`config.mk`:
```
export PLATFORM = sky130hd
export DESIGN_NAME = aes_cmd_decode_pipe
export DESIGN_NICKNAME = d
export VERILOG_FILES = /design/src/rtl/aes_cmd_decode_pipe_pkg.sv /design/src/rtl/aes_cmd_decode_pipe_match.sv /design/src/rtl/aes_cmd_decode_pipe.sv
export SDC_FILE = /design/constraint.sdc
export NUM_CORES = 1
export LEC_CHECK = 0
export BUFFER_PORTS_ARGS = -buffer_cell sky130_fd_sc_hd__buf_2
export CORE_MARGIN = 1.5
export CORE_UTILIZATION = 42
export DETAILED_ROUTE_END_ITERATION = 8
export GPL_TIMING_DRIVEN = 0
export PLACE_DENSITY_LB_ADDON = 0.3
export SYNTH_ARGS = -nofsm -noshare
export SYNTH_HDL_FRONTEND = slang
export SYNTH_SLANG_ARGS = --single-unit
```
`constraint.sdc`:
```
create_clock -name clk -period 1.8 [get_ports clk]
set_input_delay 0.18 -clock clk [delete_from_list [all_inputs] [get_ports clk]]
set_output_delay 0.18 -clock clk [all_outputs]
set_load 0.02 [all_outputs]
```
`src/rtl/aes_cmd_decode_pipe_pkg.sv`:
```
// Shared encodings for the AES command decoder: command codes, instruction
// bit positions, register-window offsets and the interlock state type.
package aes_cmd_pkg;

  localparam logic [1:0] CMD_NOP   = 2'd0;
  localparam logic [1:0] CMD_READ  = 2'd1;
  localparam logic [1:0] CMD_WRITE = 2'd2;

  localparam int NUM_INSTR = 10;

  localparam int IDX_WRITE_ADDRESS = 0;
  localparam int IDX_START_ENCRYPT = 1;
  localparam int IDX_READ_LENGTH   = 2;
  localparam int IDX_READ_ADDRESS  = 3;
  localparam int IDX_READ_KEY      = 4;
  localparam int IDX_READ_COUNTER  = 5;
  localparam int IDX_GET_STATUS    = 6;
  localparam int IDX_WRITE_LENGTH  = 7;
  localparam int IDX_WRITE_KEY     = 8;
  localparam int IDX_WRITE_COUNTER = 9;

  localparam logic [7:0] OFF_START     = 8'h00;
  localparam logic [7:0] OFF_STATUS_LO = 8'h00;
  localparam logic [7:0] OFF_STATUS_HI = 8'h01;
  localparam logic [7:0] OFF_ADDR_LO   = 8'h02;
  localparam logic [7:0] OFF_ADDR_HI   = 8'h03;
  localparam logic [7:0] OFF_LEN_LO    = 8'h04;
  localparam logic [7:0] OFF_LEN_HI    = 8'h05;
  localparam logic [7:0] OFF_KEY_LO    = 8'h10;
  localparam logic [7:0] OFF_KEY_HI    = 8'h1F;
  localparam logic [7:0] OFF_CNTR_LO   = 8'h20;
  localparam logic [7:0] OFF_CNTR_HI   = 8'h2F;

  typedef enum logic {
    ST_IDLE = 1'b0,
    ST_BUSY = 1'b1
  } state_t;

  function automatic logic in_range(input logic [7:0] off,
                                    input logic [7:0] lo,
                                    input logic [7:0] hi);
    return (off >= lo) && (off <= hi);
  endfunction

endpackage

```
`src/rtl/aes_cmd_decode_pipe_match.sv`:
```
// Combinational address/command matcher: maps one host command onto the
// one-hot instruction vector and classifies it as NOP or illegal.
module aes_cmd_match
  import aes_cmd_pkg::*;
#(
  parameter int              ADDR_W    = 16,
  parameter int              DATA_W    = 8,
  parameter logic [ADDR_W-1:0] BASE_ADDR = 16'hFF00
) (
  input  logic [1:0]           cmd,
  input  logic [ADDR_W-1:0]    cmdaddr,
  input  logic [DATA_W-1:0]    cmddata,
  output logic [NUM_INSTR-1:0] onehot,
  output logic                 is_illegal,
  output logic                 is_nop
);

  logic [ADDR_W-1:0]    off_s;
  logic [7:0]           off_lo_s;
  logic                 in_win_s;
  logic                 start_data_s;
  logic [NUM_INSTR-1:0] onehot_s;

  // Offsets above 0xFF can never hit a register, so only the low byte is compared
  assign off_s        = cmdaddr - BASE_ADDR;
  assign off_lo_s     = off_s[7:0];
  assign in_win_s     = (cmdaddr >= BASE_ADDR) && ((off_s >> 4'd8) == {ADDR_W{1'b0}});
  assign start_data_s = (cmddata == {{(DATA_W-1){1'b0}}, 1'b1});

  // Range decode; ranges are disjoint so at most one bit is set
  always_comb begin
    onehot_s = {NUM_INSTR{1'b0}};
    case (cmd)
      CMD_READ: begin
        if (!in_win_s) onehot_s = {NUM_INSTR{1'b0}};
        else if (in_range(off_lo_s, OFF_STATUS_LO, OFF_STATUS_HI)) onehot_s[IDX_GET_STATUS] = 1'b1;
        else if (in_range(off_lo_s, OFF_ADDR_LO, OFF_ADDR_HI)) onehot_s[IDX_READ_ADDRESS] = 1'b1;
        else if (in_range(off_lo_s, OFF_LEN_LO, OFF_LEN_HI)) onehot_s[IDX_READ_LENGTH] = 1'b1;
        else if (in_range(off_lo_s, OFF_KEY_LO, OFF_KEY_HI)) onehot_s[IDX_READ_KEY] = 1'b1;
        else if (in_range(off_lo_s, OFF_CNTR_LO, OFF_CNTR_HI)) onehot_s[IDX_READ_COUNTER] = 1'b1;
        else onehot_s = {NUM_INSTR{1'b0}};
      end
      CMD_WRITE: begin
        if (!in_win_s) onehot_s = {NUM_INSTR{1'b0}};
        else if ((off_lo_s == OFF_START) && start_data_s) onehot_s[IDX_START_ENCRYPT] = 1'b1;
        else if (in_range(off_lo_s, OFF_ADDR_LO, OFF_ADDR_HI)) onehot_s[IDX_WRITE_ADDRESS] = 1'b1;
        else if (in_range(off_lo_s, OFF_LEN_LO, OFF_LEN_HI)) onehot_s[IDX_WRITE_LENGTH] = 1'b1;
        else if (in_range(off_lo_s, OFF_KEY_LO, OFF_KEY_HI)) onehot_s[IDX_WRITE_KEY] = 1'b1;
        else if (in_range(off_lo_s, OFF_CNTR_LO, OFF_CNTR_HI)) onehot_s[IDX_WRITE_COUNTER] = 1'b1;
        else onehot_s = {NUM_INSTR{1'b0}};
      end
      default: onehot_s = {NUM_INSTR{1'b0}};
    endcase
  end

  assign onehot     = onehot_s;
  assign is_nop     = (cmd == CMD_NOP);
  assign is_illegal = (cmd != CMD_NOP) && (onehot_s == {NUM_INSTR{1'b0}});

endmodule

```
`src/rtl/aes_cmd_decode_pipe.sv`:
```
// Registered AES command decoder with one-entry output register and encrypt
// interlock. Define AES_DECODE_ILLEGAL_CNT_EN to build the illegal-command counter.
module aes_cmd_decode_pipe
  import aes_cmd_pkg::*;
#(
  parameter int                ADDR_W    = 16,
  parameter int                DATA_W    = 8,
  parameter logic [ADDR_W-1:0] BASE_ADDR = 16'hFF00,
  parameter int                CNT_W     = 8
) (
  input  logic                 clk,
  input  logic                 rst,
  input  logic [1:0]           cmd,
  input  logic [ADDR_W-1:0]    cmdaddr,
  input  logic [DATA_W-1:0]    cmddata,
  input  logic                 cmd_valid,
  output logic                 cmd_ready,
  output logic [NUM_INSTR-1:0] instr_onehot,
  output logic                 instr_valid,
  input  logic                 instr_ready,
  output logic                 illegal,
  input  logic                 enc_done,
  output logic                 busy,
  output logic [CNT_W-1:0]     illegal_cnt
);

  logic [NUM_INSTR-1:0] match_onehot_s;
  logic                 match_illegal_s;
  logic                 match_nop_s;
  logic [NUM_INSTR-1:0] onehot_r;
  logic                 instr_valid_r;
  logic                 illegal_r;
  logic                 busy_r;
  state_t               state_r;
  logic                 write_stall_s;
  logic                 accept_s;
  logic                 out_fire_s;
  logic                 load_s;

  aes_cmd_match #(
    .ADDR_W    (ADDR_W),
    .DATA_W    (DATA_W),
    .BASE_ADDR (BASE_ADDR)
  ) u_match (
    .cmd        (cmd),
    .cmdaddr    (cmdaddr),
    .cmddata    (cmddata),
    .onehot     (match_onehot_s),
    .is_illegal (match_illegal_s),
    .is_nop     (match_nop_s)
  );

  assign write_stall_s = (state_r == ST_BUSY) && (cmd == CMD_WRITE);
  assign cmd_ready     = (!instr_valid_r || instr_ready) && !write_stall_s;
  assign accept_s      = cmd_valid && cmd_ready;
  assign out_fire_s    = instr_valid_r && instr_ready;
  assign load_s        = accept_s && !match_nop_s && !match_illegal_s;

  // One-entry output register; onehot is cleared whenever the entry is empty
  always_ff @(posedge clk or posedge rst) begin
    if (rst) begin
      onehot_r      <= {NUM_INSTR{1'b0}};
      instr_valid_r <= 1'b0;
      illegal_r     <= 1'b0;
    end else begin
      if (load_s) begin
        onehot_r      <= match_onehot_s;
        instr_valid_r <= 1'b1;
      end else if (out_fire_s) begin
        onehot_r      <= {NUM_INSTR{1'b0}};
        instr_valid_r <= 1'b0;
      end else begin
        onehot_r      <= onehot_r;
        instr_valid_r <= instr_valid_r;
      end
      illegal_r <= accept_s && match_illegal_s;
    end
  end

  // Encrypt interlock: busy from START_ENCRYPT leaving the register until enc_done
  always_ff @(posedge clk or posedge rst) begin
    if (rst) begin
      state_r <= ST_IDLE;
      busy_r  <= 1'b0;
    end else begin
      case (state_r)
        ST_IDLE: begin
          if (out_fire_s && onehot_r[IDX_START_ENCRYPT]) begin
            state_r <= ST_BUSY;
            busy_r  <= 1'b1;
          end
        end
        ST_BUSY: begin
          if (enc_done) begin
            state_r <= ST_IDLE;
            busy_r  <= 1'b0;
          end
        end
        default: begin
          state_r <= ST_IDLE;
          busy_r  <= 1'b0;
        end
      endcase
    end
  end

`ifdef AES_DECODE_ILLEGAL_CNT_EN
  logic [CNT_W-1:0] cnt_r;

  // Saturating illegal-command counter
  always_ff @(posedge clk or posedge rst) begin
    if (rst) begin
      cnt_r <= {CNT_W{1'b0}};
    end else if (accept_s && match_illegal_s && (cnt_r != {CNT_W{1'b1}})) begin
      cnt_r <= cnt_r + {{(CNT_W-1){1'b0}}, 1'b1};
    end else begin
      cnt_r <= cnt_r;
    end
  end

  assign illegal_cnt = cnt_r;
`else
  assign illegal_cnt = {CNT_W{1'b0}};
`endif

  assign instr_onehot = onehot_r;
  assign instr_valid  = instr_valid_r;
  assign illegal      = illegal_r;
  assign busy         = busy_r;

endmodule

```
# Yosys cells after proc, flatten, opt, wreduce, memory -nomap -nowiden
# Cells that the tools add are included.
[classes]
n_addsub = 1
order_cmp = 11
n_eq_ne = 5
muxes = 49
n_bitwise = 1
n_reduce_logical = 28
[op_table]
columns = ["cell", "count"]
rows = [
  ["$mux 9", 7],
  ["$mux 10", 4],
  ["$mux 5", 6],
  ["$pmux 10 s2", 1],
  ["$mux 1", 18],
  ["$ge 16x16->1 const B", 1],
  ["$logic_and 1x1->1", 16],
  ["$logic_not 16->1", 1],
  ["$mux 8", 2],
  ["$sub 16x16->16 const B", 1],
  ["$mux 7", 2],
  ["$mux 6", 2],
  ["$logic_not 10->1", 1],
  ["$eq 8x1->1 const B", 1],
  ["$ge 8x1->1 const B", 1],
  ["$ge 8x2->1 const B", 1],
  ["$ge 8x3->1 const B", 1],
  ["$ge 8x5->1 const B", 1],
  ["$ge 8x6->1 const B", 1],
  ["$le 8x1->1 const B", 1],
  ["$le 8x2->1 const B", 1],
  ["$le 8x3->1 const B", 1],
  ["$le 8x5->1 const B", 1],
  ["$le 8x6->1 const B", 1],
  ["other kinds (14)", 22],
]
[word_totals]
ff_bits = 14
in_bits = 31
output_inout_bits = 22
elab_cells = 100

# Logic depth before layout (Yosys ltp)
[depth]
depth_word = 20
mapped_depth = 9
mapped_depth_nobuf = 8

# By module
# Synthesis repeated with hierarchy kept, for this count alone.
[hier_totals]
cells_unflattened = 111
area_unflattened_um2 = 955.9
[by_module_without_submodules]
columns = ["mod", "instances", "cells_each", "area_per_inst_um2", "seq_area_each_um2"]
rows = [
  ["aes_cmd_decode_pipe", 1, 68, 704.4, 350.3],
  ["aes_cmd_match", 1, 43, 251.5, 0.0],
]

# Worst setup path after synthesis
# Ideal clock, no wire load.
[synth_timing]
path_type = "reg-to-reg"
from = "register instr_valid_r (netlist: instr_valid)"
to = "register onehot_r[5] (netlist: instr_onehot[5])"
setup_ns = 0.079
arrival_ns = 1.908
path_slack_ns = -0.188
path_stages_with_launch = 8
path_buffers = 1
path_cell_list = "dfrtp_1 -> nor2b_1 -> a21oi_1 -> nand2_1 -> nor2_2 -> a21boi_2 -> buf_6 -> mux2i_1"
[synth_via]
elab_chain_cells = 7
elab_cells_between_ends = 9
cone_classes = "1 x mux; 8 x reduce/logical"
[synth_lines]
columns = ["item", "line_no", "rtl"]
rows = [
  ["from (decl)", "aes_cmd_decode_pipe.sv:31", "logic instr_valid_r;"],
  ["from (signal assigned)", "aes_cmd_decode_pipe.sv:74", "instr_valid_r <= instr_valid_r;"],
  ["$logic_not 1->1 *", "aes_cmd_decode_pipe.sv:54", "assign cmd_ready = (!instr_valid_r || instr_ready) && !write_stall_s;"],
  ["$logic_or 1x1->1 *", "aes_cmd_decode_pipe.sv:54", ""],
  ["$logic_and 1x1->1 *", "aes_cmd_decode_pipe.sv:54", ""],
  ["net cmd_ready", "aes_cmd_decode_pipe.sv:17", "output logic cmd_ready,"],
  ["$logic_and 1x1->1 *", "aes_cmd_decode_pipe.sv:55", "assign accept_s = cmd_valid && cmd_ready;"],
  ["$logic_and 1x1->1 * (2 in series)", "aes_cmd_decode_pipe.sv:57", "assign load_s = accept_s && !match_nop_s && !match_illegal_s;"],
  ["$mux 10 / $reduce_bool 2->1 (equally long branches)", "n/a", ""],
  ["to (signal assigned)", "aes_cmd_decode_pipe.sv:62", "onehot_r <= {NUM_INSTR{1'b0}};"],
  ["to (signal assigned)", "aes_cmd_decode_pipe.sv:67", "onehot_r <= match_onehot_s;"],
  ["to (signal assigned)", "aes_cmd_decode_pipe.sv:70", "onehot_r <= {NUM_INSTR{1'b0}};"],
  ["to (decl)", "aes_cmd_decode_pipe.sv:30", "logic [NUM_INSTR-1:0] onehot_r;"],
]
# Mark *: on every way through the listed nets, which the timed path passes. The rest lies on a longest branch.
# A chain may end at the register's enable or synchronous reset.

# Worst setup path after layout
[layout_timing]
from = "input port cmdaddr[6]"
to = "register onehot_r[5] (netlist: instr_onehot[5])"
[layout_via]
elab_chain_cells = 15
elab_cells_between_ends = 54
cone_classes = "1 x add/sub; 11 x order compare; 28 x mux; 14 x reduce/logical"
[layout_lines]
columns = ["item", "line_no", "rtl"]
rows = [
  ["from (decl)", "aes_cmd_decode_pipe.sv:14", "input logic [ADDR_W-1:0] cmdaddr,"],
  ["$sub 16x16->16", "aes_cmd_decode_pipe_match.sv:25", "assign off_s = cmdaddr - BASE_ADDR;"],
  ["$ge 8x6->1 / $le 8x6->1 (equally long branches)", "aes_cmd_decode_pipe_pkg.sv:42", "return (off >= lo) && (off <= hi);"],
  ["$logic_and 1x1->1", "aes_cmd_decode_pipe_pkg.sv:42", ""],
  ["$mux 1", "aes_cmd_decode_pipe_match.sv:40, aes_cmd_decode_pipe_match.sv:49", ""],
  ["$mux 1, on equally long branches", "aes_cmd_decode_pipe_match.sv:39, aes_cmd_decode_pipe_match.sv:48", ""],
  ["$mux 7 / $mux 2 (equally long branches)", "aes_cmd_decode_pipe_match.sv:38, aes_cmd_decode_pipe_match.sv:47", ""],
  ["$mux 6 / $mux 9 (equally long branches)", "aes_cmd_decode_pipe_match.sv:37, aes_cmd_decode_pipe_match.sv:46", ""],
  ["$mux 6 / $mux 8 (equally long branches)", "aes_cmd_decode_pipe_match.sv:36, aes_cmd_decode_pipe_match.sv:45", ""],
  ["$mux 10, on equally long branches", "aes_cmd_decode_pipe_match.sv:35, aes_cmd_decode_pipe_match.sv:44", ""],
  ["$pmux 10 s2 *", "aes_cmd_decode_pipe_match.sv:33", "case (cmd)"],
  ["$logic_not 10->1", "aes_cmd_decode_pipe_match.sv:58", "assign is_illegal = (cmd != CMD_NOP) && (onehot_s == {NUM_INSTR{1'b0}});"],
  ["$logic_and 1x1->1", "aes_cmd_decode_pipe_match.sv:58", ""],
  ["$logic_not 1->1", "aes_cmd_decode_pipe.sv:57", ""],
  ["$logic_and 1x1->1", "aes_cmd_decode_pipe.sv:57", ""],
  ["$mux 10 / $reduce_bool 2->1 (equally long branches)", "n/a", ""],
]
# Mark *: on every way between the ends. The rest lies on a longest branch, timed or not.

==> flow_metrics.tcl <==
set metrics [dict create \
    status "complete, no violations" \
    drive_gt1_share_pct 43.75 \
    cp.required_ns 2.01 \
    synthXorXnorAreaFrac_pct 0 \
    start_util_pct 45.20 \
    nNetsFinal 195 \
    dieArea_um2 2419 \
    dp_hpwl_mm 1.549 \
    io_buffers 44 \
    synthAdderAreaFrac_pct 4.190 \
    insertion_delay_ns 0.28 \
    met2_usage_pct 26.58 \
    crit_slowest_cell "or4_4" \
    worstHoldPathType "in2reg" \
    rsz0062_at_grt "no" \
    antenna_found_initial 0 \
    placed_cells 180 \
    cts_tree "built" \
    vias 882 \
    wl_per_cell_um 9.920 \
    clock-sinks 14 \
    busiest_layer "met2" \
    layout.cells.non_filler 187 \
    fp.dieH_um 49.19 \
    rows 16 \
    slew_headroom_pct 64.93 \
    finClkSkew_ns 0.002054 \
    final_util_pct 63.13 \
    nFillCells 180 \
    yosys.area_share.simple_pct 31.98 \
    cp_max_fo 10 \
    async_flop_share_pct 100.0 \
    clockBufferDepth 2 \
    grt_pass1_vias 791 \
    synth-main-ff-cell "dfrtp_1" \
    drt-total-wl_mm 1.855 \
    clock.fmax_mhz 600.3 \
    viasPerCell 4.717 \
    whs_path_depth 2 \
    gp_congestion 0.7569 \
    synth_edf_count 0 \
    critPathCaptureType "register" \
    syn-instance-count 102 \
    grtUsageMet1_pct 22.35 \
    powerDensity_nw_per_um2 538.6 \
    synth_top_family_by_area "simple AND/OR/NAND/NOR gates" \
    peakVddDrop_v 0.0002558 \
    synth_seq_cells 14 \
    hold_viol_final 0 \
    ys_warn_count 0 \
    area_growth_pct 39.66 \
    synth_mux_area_share_pct 2.235 \
    p_leak_uw 0.0006573 \
    whs_ns 0.09348 \
    worst_slew_pin_slew_ns 0.5254 \
    slew_viol_final 0 \
    grtUsageTotal_pct 16.58 \
    grt_util_met3_pct 0.3067 \
    min_period_over_period_pct 92.55 \
    dr.pass1.iters 2 \
    cts_inserted_buffers 3 \
    coreArea_um2 1982 \
    grt_max_degree 15 \
    grt.overflow.total 0 \
    start_kind "input pin" \
    yosys.cell_types.count 32 \
    min_period_ns 1.666 \
    syn_area_um2 895.9 \
    arrival_ns 1.87 \
    stdcell_area_um2 1251 \
    cpPeakStageDelay_ns 0.55 \
    synthTopCellsByArea "dfrtp_1 (39%), nand2_1 (7.5%), buf_4 (6.7%), nand3_1 (5.6%), o21ai_0 (5.0%)" \
    avgSynthCellArea_um2 8.783 \
    dieWidth_um 49.19 \
    setup_viol 0 \
    grt_first_pass_wirelength_mm 3.167 \
    htreeDepth 1 \
    cp_cell_sequence "buf_2, or4_4, nor3_4, nor3b_4, o2bb2ai_2, a21boi_2, buf_6, mux2i_1" \
    netlist.area_leader.share_pct 39.11 \
    clk_pin_slew_ns 0.08 \
    place_area_um2 1185 \
    drv_cap 0 \
    worstSetupPathType "in2reg" \
    ant_nets 0 \
    synthTopCellsByCount "nand2_1 (18), dfrtp_1 (14), nand3_1 (10)" \
    r2r.worst_path.cells 7 \
    drt_iter0_drc 6 \
    yosysSeqAreaShare_pct 39.11 \
    drcViolationCount 0 \
    root_buffer "clkbuf_4" \
    synth_compound_area_share_pct 12.43 \
    yosysTopAreaCell "dfrtp_1" \
    yosysMostFrequentCell "nand2_1" \
    insertedDiodeCount 0 \
    num_io_pins 53 \
]
==> worst paths after layout <==
check | startpoint | end | slack (ns)
worst max register to register | instr_valid | instr_onehot[5] | 0.19
worst min register to register | instr_onehot[5] | instr_onehot[5] | 0.52
min in group asynchronous | rst | instr_onehot[6] | 0.47
worst min-delay path | enc_done | state_r | 0.09
max in group asynchronous | rst | instr_onehot[3] | 0.98
worst max-delay path | cmdaddr[6] | instr_onehot[5] | 0.13
==> per-layer routing <==
layer | share of wire [%] | wire [µm]
met1 | 46 | 846
met2 | 45 | 841
met3 | 7.2 | 134
met4 | 1.8 | 33
met5 | 0 | 0
==> critical path: cells and delay by family <==
kind / cells / cell delay (ns)
and+or+nand+nor: 3 / 0.99
buffers and inverters: 2 / 0.27
AOI/OAI and AO/OA: 2 / 0.26
muxes: 1 / 0.17
==> per-stage QoR <==
stage          total power, µW  setup TNS (ns)  setup WS (ns)
6_report                 673.9               0         0.1341
4_1_cts                  679.3               0        0.05412
3_3_place_gp             452.6          -1.648        -0.2039
5_1_grt                  707.6               0        0.01767
3_5_place_dp             455.7          -2.023        -0.2370
2_1_floorplan            402.8               0        0.03299
==> cell type report <==
type	count	area, µm²	area share [%]
well taps	27	33.78	2.700
flip-flops and latches	14	350.3	28.00
plain buffers	9	71.32	5.700
repair buffers	47	245.2	19.60
clock buffers	4	36.28	2.900
multi-input cells	82	499.2	39.90
inverters	4	15.01	1.200
==> flip-flops by register name, indices dropped and copies added, names as in the netlist <==
signal / cells
illegal: 1
state_r: 1
instr_valid: 1
busy: 1
instr_onehot: 10
==> where the power goes <==
group | switching [µW] | leakage [µW] | total, µW | internal [µW]
combinational | 74.0 | 0.000448 | 132 | 58.1
sequential | 2.00 | 0.000188 | 319 | 317
clock | 99.3 | 0.0000210 | 222 | 123
==> cells in the final DEF (no fill, tap or decap), types with 2 or more instances in the layout <==
cell type   n
buf_4      10
buf_2      44
conb_1      8
clkbuf_4    3
nand2_1    18
mux2i_1     2
o21ai_0     9
nand4_1     4
nand3_1    10
inv_1       4
dfrtp_1    14
ha_1        3
nor2_1      6
==> what timing repair did <==
item                                    CTS  global route
endpoints found under the setup margin    0            10
resized for setup                         0             1
hold buffers                              1             0
hold endpoints to repair                 14             0
buffers inserted                          0             2
==> cell families after synthesis <==
group | Yosys count
AOI/OAI and AO/OA | 17
buffers and inverters | 13
adders and majority gates | 3
other | 1
DFF | 14
muxes | 2
and+or+nand+nor | 52
(Power assumes the default switching activity.)
